**src/rtl/xix_pkg.sv**
```systemverilog
// Shared types and constants for the indexed-load/store execution sequencer.
package xix_pkg;

  typedef enum logic [3:0] {
    IDLE = 4'd0,
    D1   = 4'd1,
    D2   = 4'd2,
    D3   = 4'd3,
    ADDR = 4'd4,
    M1   = 4'd5,
    M2   = 4'd6,
    M3   = 4'd7,
    FIN  = 4'd8
  } state_e;

  localparam logic [6:0] REG_B = 7'b000_0001;
  localparam logic [6:0] REG_C = 7'b000_0010;
  localparam logic [6:0] REG_D = 7'b000_0100;
  localparam logic [6:0] REG_E = 7'b000_1000;
  localparam logic [6:0] REG_H = 7'b001_0000;
  localparam logic [6:0] REG_L = 7'b010_0000;
  localparam logic [6:0] REG_A = 7'b100_0000;

  localparam int ADDR_TSTATES_DFLT = 5;

  function automatic logic is_onehot7(input logic [6:0] v);
    return (v != 7'd0) && ((v & (v - 7'd1)) == 7'd0);
  endfunction

endpackage

```
**src/rtl/xix_ea_adder.sv**
```systemverilog
// Effective address: 16-bit index base plus sign-extended 8-bit displacement, wrapping mod 2^16.
module xix_ea_adder (
  input  logic [15:0] i_base,
  input  logic [7:0]  i_disp,
  output logic [15:0] o_ea
);

  logic [15:0] w_disp_sx;

  assign w_disp_sx = {{8{i_disp[7]}}, i_disp};
  assign o_ea      = i_base + w_disp_sx;

endmodule

```
**src/rtl/xix_ld_exec_seq.sv**
```systemverilog
// Sequencer for LD r,(IX/IY+d) and LD (IX/IY+d),r: displacement fetch, EA compute, memory cycle, write-back.
module xix_ld_exec_seq
  import xix_pkg::*;
#(
  parameter int ADDR_TSTATES = ADDR_TSTATES_DFLT,
  parameter bit WAIT_ENABLE  = 1'b1
) (
  input  logic        CLK,
  input  logic        notReset,
  input  logic        go,
  input  logic        is_Y,
  input  logic        is_store,
  input  logic [6:0]  reg_sel,
  input  logic [15:0] IX,
  input  logic [15:0] IY,
  input  logic [15:0] PC,
  input  logic [7:0]  reg_rdata,
  input  logic        notWAIT,
  input  logic [7:0]  mem_rdata,
  output logic [15:0] mem_addr,
  output logic        mem_rd,
  output logic        mem_wr,
  output logic [7:0]  mem_wdata,
  output logic        pc_inc,
  output logic        reg_we,
  output logic [6:0]  reg_wsel,
  output logic [7:0]  reg_wdata,
  output logic        busy,
  output logic        done,
  output logic        err
);

  localparam logic [3:0] CNT_INIT = 4'(ADDR_TSTATES - 1);

  state_e      r_state;
  state_e      w_next;

  logic        r_is_y;
  logic        r_is_store;
  logic [6:0]  r_sel;
  logic [7:0]  r_d;
  logic [15:0] r_ea;
  logic [3:0]  r_cnt;
  logic [7:0]  r_rdata;
  logic [7:0]  r_wdata;

  logic [15:0] r_addr;
  logic        r_rd;
  logic        r_wr;
  logic        r_pc_inc;
  logic        r_we;
  logic        r_done;
  logic        r_err;

  logic        w_go_ok;
  logic        w_wait;
  logic        w_first_addr;
  logic [15:0] w_base;
  logic [15:0] w_ea;

  logic [15:0] w_addr;
  logic        w_rd;
  logic        w_wr;
  logic        w_pc_inc;
  logic        w_we;
  logic        w_done;

  assign w_go_ok      = go && is_onehot7(reg_sel);
  assign w_wait       = WAIT_ENABLE && !notWAIT;
  assign w_first_addr = (r_cnt == CNT_INIT);
  assign w_base       = r_is_y ? IY : IX;

  xix_ea_adder u_ea (
    .i_base (w_base),
    .i_disp (r_d),
    .o_ea   (w_ea)
  );

  always_ff @(posedge CLK or negedge notReset) begin
    if (!notReset) r_state <= IDLE;
    else           r_state <= w_next;
  end

  always_comb begin
    w_next = r_state;
    case (r_state)
      IDLE:    if (w_go_ok) w_next = D1;
      D1:      w_next = D2;
      D2:      if (!w_wait) w_next = D3;
      D3:      w_next = ADDR;
      ADDR:    if (r_cnt == 4'd0) w_next = M1;
      M1:      w_next = M2;
      M2:      if (!w_wait) w_next = M3;
      M3:      w_next = FIN;
      FIN:     w_next = IDLE;
      default: w_next = IDLE;
    endcase
  end

  // Outputs are decoded from the next state and registered, so each strobe lines up with its state.
  always_comb begin
    w_addr   = 16'h0000;
    w_rd     = 1'b0;
    w_wr     = 1'b0;
    w_pc_inc = 1'b0;
    w_we     = 1'b0;
    w_done   = 1'b0;
    case (w_next)
      D1, D2, D3: begin
        w_rd     = 1'b1;
        w_addr   = (r_state == IDLE) ? PC : r_addr;
        w_pc_inc = (w_next == D3);
      end
      M1, M2, M3: begin
        w_rd = !r_is_store;
        w_wr = r_is_store && (w_next != M1);
        if (r_state == ADDR) w_addr = w_first_addr ? w_ea : r_ea;
        else                 w_addr = r_addr;
      end
      FIN: begin
        w_we   = !r_is_store;
        w_done = 1'b1;
      end
      default: ;
    endcase
  end

  always_ff @(posedge CLK or negedge notReset) begin
    if (!notReset) begin
      r_addr   <= 16'h0000;
      r_rd     <= 1'b0;
      r_wr     <= 1'b0;
      r_pc_inc <= 1'b0;
      r_we     <= 1'b0;
      r_done   <= 1'b0;
      r_err    <= 1'b0;
    end else begin
      r_addr   <= w_addr;
      r_rd     <= w_rd;
      r_wr     <= w_wr;
      r_pc_inc <= w_pc_inc;
      r_we     <= w_we;
      r_done   <= w_done;
      r_err    <= (r_state == IDLE) && go && !is_onehot7(reg_sel);
    end
  end

  always_ff @(posedge CLK or negedge notReset) begin
    if (!notReset) begin
      r_is_y     <= 1'b0;
      r_is_store <= 1'b0;
      r_sel      <= 7'd0;
      r_d        <= 8'h00;
      r_ea       <= 16'h0000;
      r_cnt      <= 4'd0;
      r_rdata    <= 8'h00;
      r_wdata    <= 8'h00;
    end else begin
      if (r_state == IDLE && w_go_ok) begin
        r_is_y     <= is_Y;
        r_is_store <= is_store;
        r_sel      <= reg_sel;
      end
      if (r_state == D3) begin
        r_d   <= mem_rdata;
        r_cnt <= CNT_INIT;
      end else if (r_state == ADDR && r_cnt != 4'd0) begin
        r_cnt <= r_cnt - 4'd1;
      end
      if (r_state == ADDR && w_first_addr) r_ea <= w_ea;
      // Store data is taken as M1 begins and held through the write strobe.
      if (r_state == ADDR && w_next == M1 && r_is_store) r_wdata <= reg_rdata;
      if (r_state == M3 && !r_is_store) r_rdata <= mem_rdata;
    end
  end

  assign mem_addr  = r_addr;
  assign mem_rd    = r_rd;
  assign mem_wr    = r_wr;
  assign mem_wdata = r_wdata;
  assign pc_inc    = r_pc_inc;
  assign reg_we    = r_we;
  assign reg_wsel  = r_sel;
  assign reg_wdata = r_rdata;
  assign busy      = (r_state != IDLE);
  assign done      = r_done;
  assign err       = r_err;

endmodule

```
**config.mk**
```make
export PLATFORM = sky130hd
export DESIGN_NAME = xix_ld_exec_seq
export DESIGN_NICKNAME = d
export VERILOG_FILES = /design/src/rtl/xix_pkg.sv /design/src/rtl/xix_ea_adder.sv /design/src/rtl/xix_ld_exec_seq.sv
export SDC_FILE = /design/constraint.sdc
export NUM_CORES = 1
export LEC_CHECK = 0
export ABC_AREA = 1
export ABC_CLOCK_PERIOD_IN_PS = 2400
export BUFFER_PORTS_ARGS = -buffer_cell sky130_fd_sc_hd__buf_2
export CORE_MARGIN = 2
export CORE_UTILIZATION = 25
export DETAILED_ROUTE_END_ITERATION = 12
export HOLD_SLACK_MARGIN = 0.06
export SYNTH_ARGS = -nofsm -noshare
export SYNTH_HDL_FRONTEND = slang
export SYNTH_SLANG_ARGS = --single-unit
```
**constraint.sdc**
```tcl
create_clock -name CLK -period 2.4 [get_ports CLK]
set_input_delay 0.12 -clock CLK [delete_from_list [all_inputs] [get_ports CLK]]
set_output_delay 0.12 -clock CLK [all_outputs]
set_load 0.1 [all_outputs]
```
## Yosys cells after proc, flatten, opt, wreduce, memory -nomap -nowiden

Cells that the tools add are included.

| operators by class | value |
|---|---|
| equal/unequal tests | 18 |
| reduce and logical (&&, ||, !) cells | 23 |
| bitwise logic cells | 1 |
| add/sub/neg operators | 3 |
| muxes and demuxes | 17 |

Operator list:

| kind | number |
|---|---|
| $mux 16 | 4 |
| $eq 4x3->1 const B | 8 |
| $pmux 16 s2 | 1 |
| $pmux 4 s8 | 1 |
| $mux 4 | 6 |
| $add 16x16->16 | 1 |
| $eq 4x2->1 const B | 4 |
| $logic_and 1x1->1 | 11 |
| $eq 4x1->1 const B | 2 |
| $logic_not 4->1 | 2 |
| $reduce_bool 4->1 | 2 |
| $and 7x7->7 | 1 |
| $logic_not 7->1 | 1 |
| $reduce_bool 7->1 | 1 |
| $sub 7x1->7 const B | 1 |
| $reduce_or 3->1 | 2 |
| $eq 4x4->1 const B | 1 |
| $mux 1 | 4 |
| $ne 2x2->1 const B | 2 |
| $ne 4x3->1 const B | 1 |
| $sub 4x1->4 const B | 1 |
| $logic_not 1->1 | 2 |
| $pmux 1 s2 | 1 |
| $reduce_and 2->1 | 1 |
| $reduce_bool 2->1 | 1 |

| storage, ports and cells | value |
|---|---|
| input port bits | 77 |
| word-level logic and storage cells | 78 |
| flip-flop bits (word level) | 79 |

## Depth between registers and ports, before layout

Gate-level depths: netlist of run 1.

| depth | value |
|---|---|
| word-level depth | 11 |
| mapped depth | 16 |
| gate-level depth less buffers | 15 |

## Hierarchy

From an unflattened synthesis of run 1, not the netlist that was laid out.

| second synthesis, totals | value |
|---|---|
| cell total of the unflattened synthesis | 610 |
| area, all modules | 4,749.6 um^2 |

Modules (own cells, without submodules):

| module | area an instance (um^2) | instances | cells an instance |
|---|---|---|---|
| xix_ld_exec_seq | 3,821.2 | 1 | 434 |
| xix_ea_adder | 928.4 | 1 | 176 |

## Worst setup path before layout of run 1

No wires, ideal clock.

| timing path | value |
|---|---|
| path kind | register to register |
| from | register r_is_y |
| to | register r_addr[8] (netlist: mem_addr[8]) |
| data arrival time | 2,535 ps |
| data required time | 2,280 ps |
| clock period less this slack | 2,655 ps |
| setup slack | -255 ps |
| stages on the path, launching flop included | 17 |
| cell sequence | dfrtp_1 > clkbuf_1 > clkbuf_1 > mux2_2 > ha_1 > a21oi_1 > nand2_1 > nand2_1 > nand2_1 > nand2_1 > nand2_1 > nand2_1 > nand2_1 > o21ai_0 > nand2_1 > nand2_1 > nand2_1 |

| on the way | value |
|---|---|
| longest elaborated chain between the ends | 5 |

RTL lines:

| item | RTL line | source |
|---|---|---|
| start, declared | xix_ld_exec_seq.sv:38 | `logic r_is_y;` |
| start signal, assigned | xix_ld_exec_seq.sv:160 | `r_is_y <= is_Y;` |
| $mux 16 | xix_ld_exec_seq.sv:71 | `assign w_base = r_is_y ? IY : IX;` |
| $add 16x16->16 | xix_ea_adder.sv:11 | `assign o_ea = i_base + w_disp_sx;` |
| $mux 16 (2 in series) | xix_ld_exec_seq.sv:117 | `if (r_state == ADDR) w_addr = w_first_addr ? w_ea : r_ea;` |
| $pmux 16 s2 | xix_ld_exec_seq.sv:108 | `case (w_next)` |
| end signal, assigned | xix_ld_exec_seq.sv:138 | `r_addr <= w_addr;` |
| end, declared | xix_ld_exec_seq.sv:47 | `logic [15:0] r_addr;` |

Every way passes these cells. The select of a mux whose other input is x is not followed.
A chain may end at the register's enable or synchronous reset.

## Worst setup path after layout of run 1

| timing path | value |
|---|---|
| from | register r_is_y |
| to | register r_addr[6] (netlist: mem_addr[6]) |

The elaborated chain is that of the path after synthesis.

==> metrics.txt, run 1 <==
IO Port Bufs=122; CTS buffer count=9; Iter 0 DRT Violations=227; grt ovf=0; total track usage=0.1339; Std-Cell Rows=49; vias=4240; largest net degree at the start of global routing=80; commonest non-fill, non-tap cell in the layout=nand2_1; WP data required=approximately 2600 ps; Core ar.=17960 um^2; worst path arrival time=2550 ps; sequential area share after synthesis=0.4329; ant diodes=0; vias in the first global route=just over 4000; Final Instance Count excl. Fillers=970; antenna violations before repair=0; post-synth top area share=0.4329; Post-DRT Antenna Nets=0; Max transition margin=0.3803; Avg Vias per Cell=4.371; Avg Inst Size Synth=8.184 um^2; setup_tns=0 ps; Period minus WS final=2314 ps; worst-path cell chain=mux2_4 > ha_4 > fa_2 > nand3_2 > nand2_2 > nand2_2 > nand2_4 > xnor2_2 > nand2_1 > o211ai_1 > nand2_1 > nand2_1 > nand2_1; most frequent cells in the layout=nand2_1 (146), buf_2 (121), dfrtp_1 (77), inv_1 (46), nor2_1 (32); dpl hpwl=roughly 9 mm; Total Nets Final=830; fin util=0.3733; Post-Syn Nets=652; Root Buffer=clkbuf_16; max cap viols=0; first-pass GRT wire length=between 20 and 25 mm; Pins Over Slew Limit=0; final setup margin=85.84 ps; WL final=13.17 mm; Seq cells post-synth=79; WL per Instance=13.57 um; Max FO, Critical Path=4; clock latency on the worst-skew pair=340 ps; initial core utilization=0.2542; top cells by area, synth=dfrtp_1 (43%), nand2_1 (14%), mux2_2 (7.2%); outcome=finished, final reports clean; share of layout cells above drive strength 1=0.4184; area leader, netlist=dfrtp_1; P&R area growth vs syn=46.82%; Routability Congestion=0.8243; htree depth=3; Hold Path Origin=PC[14]; slowest CP cell=dfrtp_2; Max stage delay on crit path=460 ps; Yosys Warn Count=0; CTS max path bufs=2; fmax=0.4321 GHz; post-synthesis cell count=between 500 and 600; TritonCTS Sinks=79; Crit. Startpoint=r_is_y; final setup skew=3.800 ps; io pins=123; critical path endpoint category=flip-flop; clock slew at reported path FFs=60 ps; # DRC=0; Placed Cells incl. Taps=925; Die Span X=139.2 um; Mapped Area=4567 um^2; critical path startpoint category=flip-flop; CTS tree=built; Worst-Margin Slew=between 900 and 1000 ps; Final Cycle Share=0.9642; RSZ-0062 raised after global routing=true; Fin. Hold Viols=0; Placement Setup Slack=-67.93 ps; Hold Path Class=primary input to flip-flop; die height=139.2 um; Yosys cell types=38; # setup viols final=0; Detailed Routing Iterations Pass 1=4; worst r2r src=r_is_y; critical path type=flip-flop to flip-flop; Worst path most repeated cell=nand2_1; die area=19360 um^2
final timing paths:
kind / cells after the start / slack [ps] / endpoint
max: 13 / 90 / mem_addr[6]
min: 5 / 80 / mem_addr[14]
max reg2reg: 13 / 90 / mem_addr[6]
min reg2reg: 2 / 470 / mem_addr[13]
max in group asynchronous: 3 / 1710 / r_d[7]
min in group asynchronous: 3 / 330 / reg_wsel[3]
per-layer routing:
metal / wire [um] / global-route usage
met2: 5686 / 0.1973
met4: 235 / 0.04838
met5: 0 / 0
met1: 6620 / 0.1943
met3: 623 / 0.02693
registers in the layout (all words and copies together), names as in the netlist, 4 cells and up:
name	count
mem_wdata	8
r_state	4
r_d	8
r_ea	16
reg_wsel	7
reg_wdata	8
r_cnt	4
mem_addr	16
kinds of logic (layout without fill, tap and decap cells):
family / after synthesis / after routing / synth area share
multiplexers: 30 / 30 / 0.07397
adder cells (fa/ha/maj): 17 / 17 / 0.04822
XOR/XNOR: 7 / 7 / 0.01342
AO/OA/AOI/OAI: 81 / 81 / 0.09809
flip-flops: 79 / 79 / 0.4329
buffers and inverters: 70 / 253 / 0.06329
AND/OR/NAND/NOR: 274 / 274 / 0.2701
Yosys cell counts:
cell type and count:
nand4_1 4, o22ai_1 1, a21o_1 5, a21boi_0 1, nand2_4 1, fa_1 1
o21ai_0 23, nand3_2 11, a21oi_1 22, nand2_2 2, nor3b_1 1, xnor2_1 3
nor3_1 3, o21ai_1 17, inv_2 10, o21bai_1 1, buf_2 5, buf_12 1
a22oi_1 1, nor2_1 37, mux2_1 1, ha_1 16, nor2_4 4, dfrtp_1 79
mux2_2 29, inv_1 47, nor4b_1 1, buf_4 1, nor3_2 1, a31oi_1 3
nand3_1 30, or2_2 1, o211ai_1 7, nor3_4 1, xor2_1 4, clkbuf_1 6
nor2_2 5, nand2_1 172
through the flow:
| step | hold WS (ps) | instance area, um^2 |
|---|---|---|
| after floorplan | -175.6 | 4572 |
| after global placement | 188.4 | 5634 |
| after detailed placement | 198.0 | 5634 |
| after CTS | 71.61 | 6251 |
| after global routing | 111.7 | 6705 |
| final | 84.23 | 6705 |
repair_timing:
item,4_1_cts,5_1_grt
resized for setup,11,95
setup endpoints to repair,6,16
cloned,0,1
setup buffers,0,1
hold buffers,27,0
hold endpoints to repair,109,0
pin swaps,1,25
critical path, delay by kind of cell (launching register included):
| family | cells | cell delay, ps |
|---|---|---|
| and+or+nand+nor | 8 | 580 |
| adders and majority gates | 2 | 540 |
| DFF | 1 | 460 |
| muxes | 1 | 330 |
| xor gates and xnor gates | 1 | 170 |
| AOI/OAI and AO/OA | 1 | 130 |
layout make-up:
class,instances,area (um^2)
sequential,79,1979
clock buffer,11,242.7
clock inverter,5,56.30
fill,1826,11260
tap,229,286.5
multi-input combinational,409,2764
timing repair buffer,180,1162
inverter,57,214.0
Power of run 1 is left out: the tool's default activity adds up to more than one toggle a clock period on the data nets, which glitch-free logic cannot reach.
==> run 2, diff against run 1 <==
--- a/config.mk
+++ b/config.mk
@@ -14,4 +14,5 @@
 export HOLD_SLACK_MARGIN = 0.06
 export SYNTH_ARGS = -nofsm -noshare
 export SYNTH_HDL_FRONTEND = slang
+export SYNTH_HIERARCHICAL = 1
 export SYNTH_SLANG_ARGS = --single-unit
==> run 2 against run 1 <==
Design area is 0.32% higher; cell count is 4.8% higher; maximum frequency is 4.1% lower; clock skew is 3.6 ps higher; the run now ends with negative setup slack left; critical path type unchanged; global-route usage is 0.098 points higher; routed wire length is 1.0% higher; synthesized area is 4.0% higher; first-iteration DRC count is 21% lower; non-clock buffer count is 6 lower; count of clock-buffer cells in the layout is 1 lower.
==> metrics.txt, run 2 <==
critical path startpoint category=flip-flop (unchanged); total track usage=0.1349 (was 0.1339); die area=20120 um^2 (was 19360 um^2); busiest grt layer=met2 (unchanged); top cells by area, synth=dfrtp_1 (42%), nand2_1 (18%), mux2_2 (7.3%) (was dfrtp_1 (43%), nand2_1 (14%), mux2_2 (7.2%)); WP buf/inv=4 (was 0); CP top delay family=simple AND/OR/NAND/NOR gates (unchanged); slowest CP cell=dfrtp_2 (unchanged); sequential area share after synthesis=0.4162 (was 0.4329); final setup skew=7.414 ps (was 3.800 ps); max cap viols=0 (unchanged); Routability Congestion=0.9119 (was 0.8243); io pins=123 (unchanged); Detailed Routing Iterations Pass 1=5 (was 4); post-synthesis cell count=610 (was 558); worst-path cell chain=buf_12 > mux2_4 > ha_4 > buf_6 > nand2_4 > inv_2 > nand2_2 > nor3_4 > nand2_2 > nand2_1 > nand2_1 > nand2_2 > inv_2 > o21ai_1 > nand2_1 > nand2_1 > nand2_1 > nand2_1 (was mux2_4 > ha_4 > fa_2 > nand3_2 > nand2_2 > nand2_2 > nand2_4 > xnor2_2 > nand2_1 > o211ai_1 > nand2_1 > nand2_1 > nand2_1); Seq cells post-synth=79 (unchanged); WHS=74.71 ps (was 84.23 ps); critical path type=flip-flop to flip-flop (unchanged); post-route cell area=6726 um^2 (was 6705 um^2); Max FO, Critical Path=7 (was 4); Fin. Hold Viols=0 (unchanged); share of layout cells above drive strength 1=0.3806 (was 0.4184); GR Util met1=0.1741 (was 0.1943); # DRC=0 (unchanged); Post-Syn Nets=704 (was 652); CTS buffer count=9 (unchanged); initial core utilization=0.2548 (was 0.2542); Yosys cell types=38 (unchanged); EDFF count, synth=0 (unchanged); FF-to-FF End=mem_addr[14] (was mem_addr[6]); CTS tree=built (unchanged); Max transition margin=0.3571 (was 0.3803); # setup viols final=2 (was 0); Mapped Area=4750 um^2 (was 4567 um^2); Yosys Warn Count=6 (was 0); Iter 0 DRT Violations=179 (was 227); WL per Instance=13.08 um (was 13.57 um); htree depth=3 (unchanged); met3 usage=0.03544 (was 0.02693); outcome=complete, but fails checks (was finished, final reports clean); violated checks=negative setup slack; commonest non-fill, non-tap cell in the layout=nand2_1 (unchanged); die height=141.8 um (was 139.2 um); first-pass GRT wire length=21.46 mm (was 20.92 mm); IO Port Bufs=122 (unchanged); clock slew at reported path FFs=60 ps (about the same); WL final=13.30 mm (was 13.17 mm); Avg Inst Size Synth=7.786 um^2 (was 8.184 um^2); Final Cycle Share=1.006 (was 0.9642); critical path endpoint category=flip-flop (unchanged); Final Instance Count excl. Fillers=1017 (was 970); Worst path depth=18 (was 13); RSZ-0062 raised after global routing=true (unchanged); Avg Vias per Cell=4.298 (was 4.371); Std-Cell Rows=50 (was 49); Period minus WS final=2414 ps (was 2314 ps); CTS max path bufs=2 (unchanged); post-synthesis async set-or-reset flop share=1.000 (unchanged); grt ovf=0 (unchanged); antenna violations before repair=0 (unchanged); Core ar.=18640 um^2 (was 17960 um^2); final setup margin=-14.36 ps (was 85.84 ps); vias=4371 (was 4240); Worst path most repeated cell=nand2_1 (unchanged); Placed Cells incl. Taps=973 (was 925); TritonCTS Sinks=79 (unchanged); Max stage delay on crit path=460 ps (about the same); clock latency on the worst-skew pair=330 ps (was 340 ps); Hold Path Class=primary input to flip-flop (unchanged); Critical path destination=mem_addr[14] (was mem_addr[6]); largest net degree at the start of global routing=40 (was 80); Pins Over Slew Limit=0 (unchanged); met2 usage=0.2248 (was 0.1973); vias in the first global route=4411 (was 4091); Crit. Startpoint=r_is_y (unchanged); top cells by count, synth=nand2_1 (224), dfrtp_1 (79), inv_1 (74), o21ai_0 (51), mux2_2 (31) (was nand2_1 (172), dfrtp_1 (79), inv_1 (47), nor2_1 (37), nand3_1 (30)); Post-DRT Antenna Nets=0 (unchanged); WP data required=2680 ps (was 2640 ps); R2R depth=18 (was 13); most numerous cell in the Yosys netlist=nand2_1 (unchanged); Worst-Margin Slew=963.3 ps (was 928.6 ps); dpl hpwl=9.782 mm (was 9.195 mm); P&R area growth vs syn=41.62% (was 46.82%); Die Span X=141.8 um (was 139.2 um); Total Nets Final=873 (was 830); reg2reg setup slack=-10 ps (was 90 ps); post-synth top area share=0.4162 (was 0.4329); Top FF cell, synth=dfrtp_1 (unchanged); fmax=0.4142 GHz (was 0.4321 GHz); area leader, netlist=dfrtp_1 (unchanged); worst r2r src=r_is_y (unchanged); Cell Area, Placed=5757 um^2 (was 5634 um^2); Root Buffer=clkbuf_16 (unchanged); most frequent cells in the layout=nand2_1 (206), buf_2 (121), dfrtp_1 (77), inv_1 (70), o21ai_0 (41) (was nand2_1 (146), buf_2 (121), dfrtp_1 (77), inv_1 (46), nor2_1 (32)); worst path arrival time=2690 ps (was 2550 ps); ant diodes=0 (unchanged)
## run 2: changes by cell type after synthesis, sizes merged, moves of 3 or more
cell    previous run  this run
clkbuf             6        10
a21o               5         0
nand3             41        30
nor3               5         8
a21oi             22         9
nand2            175       236
o211ai             7         0
nor2              46        26
o21ai             40        55
inv               57        83
## run 2: per-stage QoR
| stage | setup TNS, ps | utilization | worst slack, ps |
|---|---|---|---|
| after floorplan | 0 | - | 14.42 |
| after global placement | -541.3 | 0.3088 | -180.1 |
| after detailed placement | -951.4 | 0.3088 | -209.1 |
| after CTS | -231.8 | 0.3485 | -82.90 |
| final | -21.03 | 0.3608 | -14.36 |
| after global routing | -1207 | 0.3608 | -182.8 |
## run 2: repair_timing
action | CTS | global route
gates cloned | 1 | 0
hold endpoints to repair | 61 | 0
hold buffers | 21 | 0
gates resized for setup | 27 | 58
setup endpoints to repair | 10 | 14
pin swaps | 12 | 49
buffers inserted | 3 | 5
## run 2: layout make-up
type / count / area [um^2]
clock buffer: 10 / 239.0
clock inverter: 5 / 82.58
fill: 1918 / 11920
inverter: 84 / 322.8
multi-input combinational: 431 / 2725
sequential: 79 / 1979
tap: 234 / 292.8
timing repair buffer: 174 / 1085
## run 2: worst min-delay path by stage
stage / startpoint / endpoint / slack, ps / depth (start not counted)
6_report: is_Y / r_is_y / 70 / 2
5_1_grt: is_store / r_is_store / 70 / 3
4_1_cts: notWAIT / pc_inc / 70 / 3
3_5_place_dp: notReset / reg_wsel[4] / 140 / 1
3_3_place_gp: notReset / reg_wsel[4] / 130 / 1
2_1_floorplan: notReset / done / -180 / 0
## run 2: per-layer routing
metal,wire length [um],up-vias
met1,6106,1978
met2,6115,124
met3,910,16
li1,-,2253
met5,0,-
met4,168,0
## run 2: cells by family (layout without fill, tap and decap cells)
group,after synthesis,in the layout,synth area share
adder cells (fa/ha/maj),17,17,0.04636
AND/OR/NAND/NOR,307,307,0.2877
flip-flops,79,79,0.4162
multiplexers,31,31,0.07350
XOR/XNOR,8,8,0.01475
buffers and inverters,100,273,0.08509
AO/OA/AOI/OAI,68,68,0.07640
## run 2: worst reg2reg max path, delay by kind of cell (launching register included)
kind / cells / cell delay, ps
adder cells (fa/ha/maj): 1 / 320
flip-flops: 1 / 460
buffers and inverters: 4 / 370
AND/OR/NAND/NOR: 11 / 790
multiplexers: 1 / 320
AO/OA/AOI/OAI: 1 / 100
Power of run 2 is left out for the same reason.
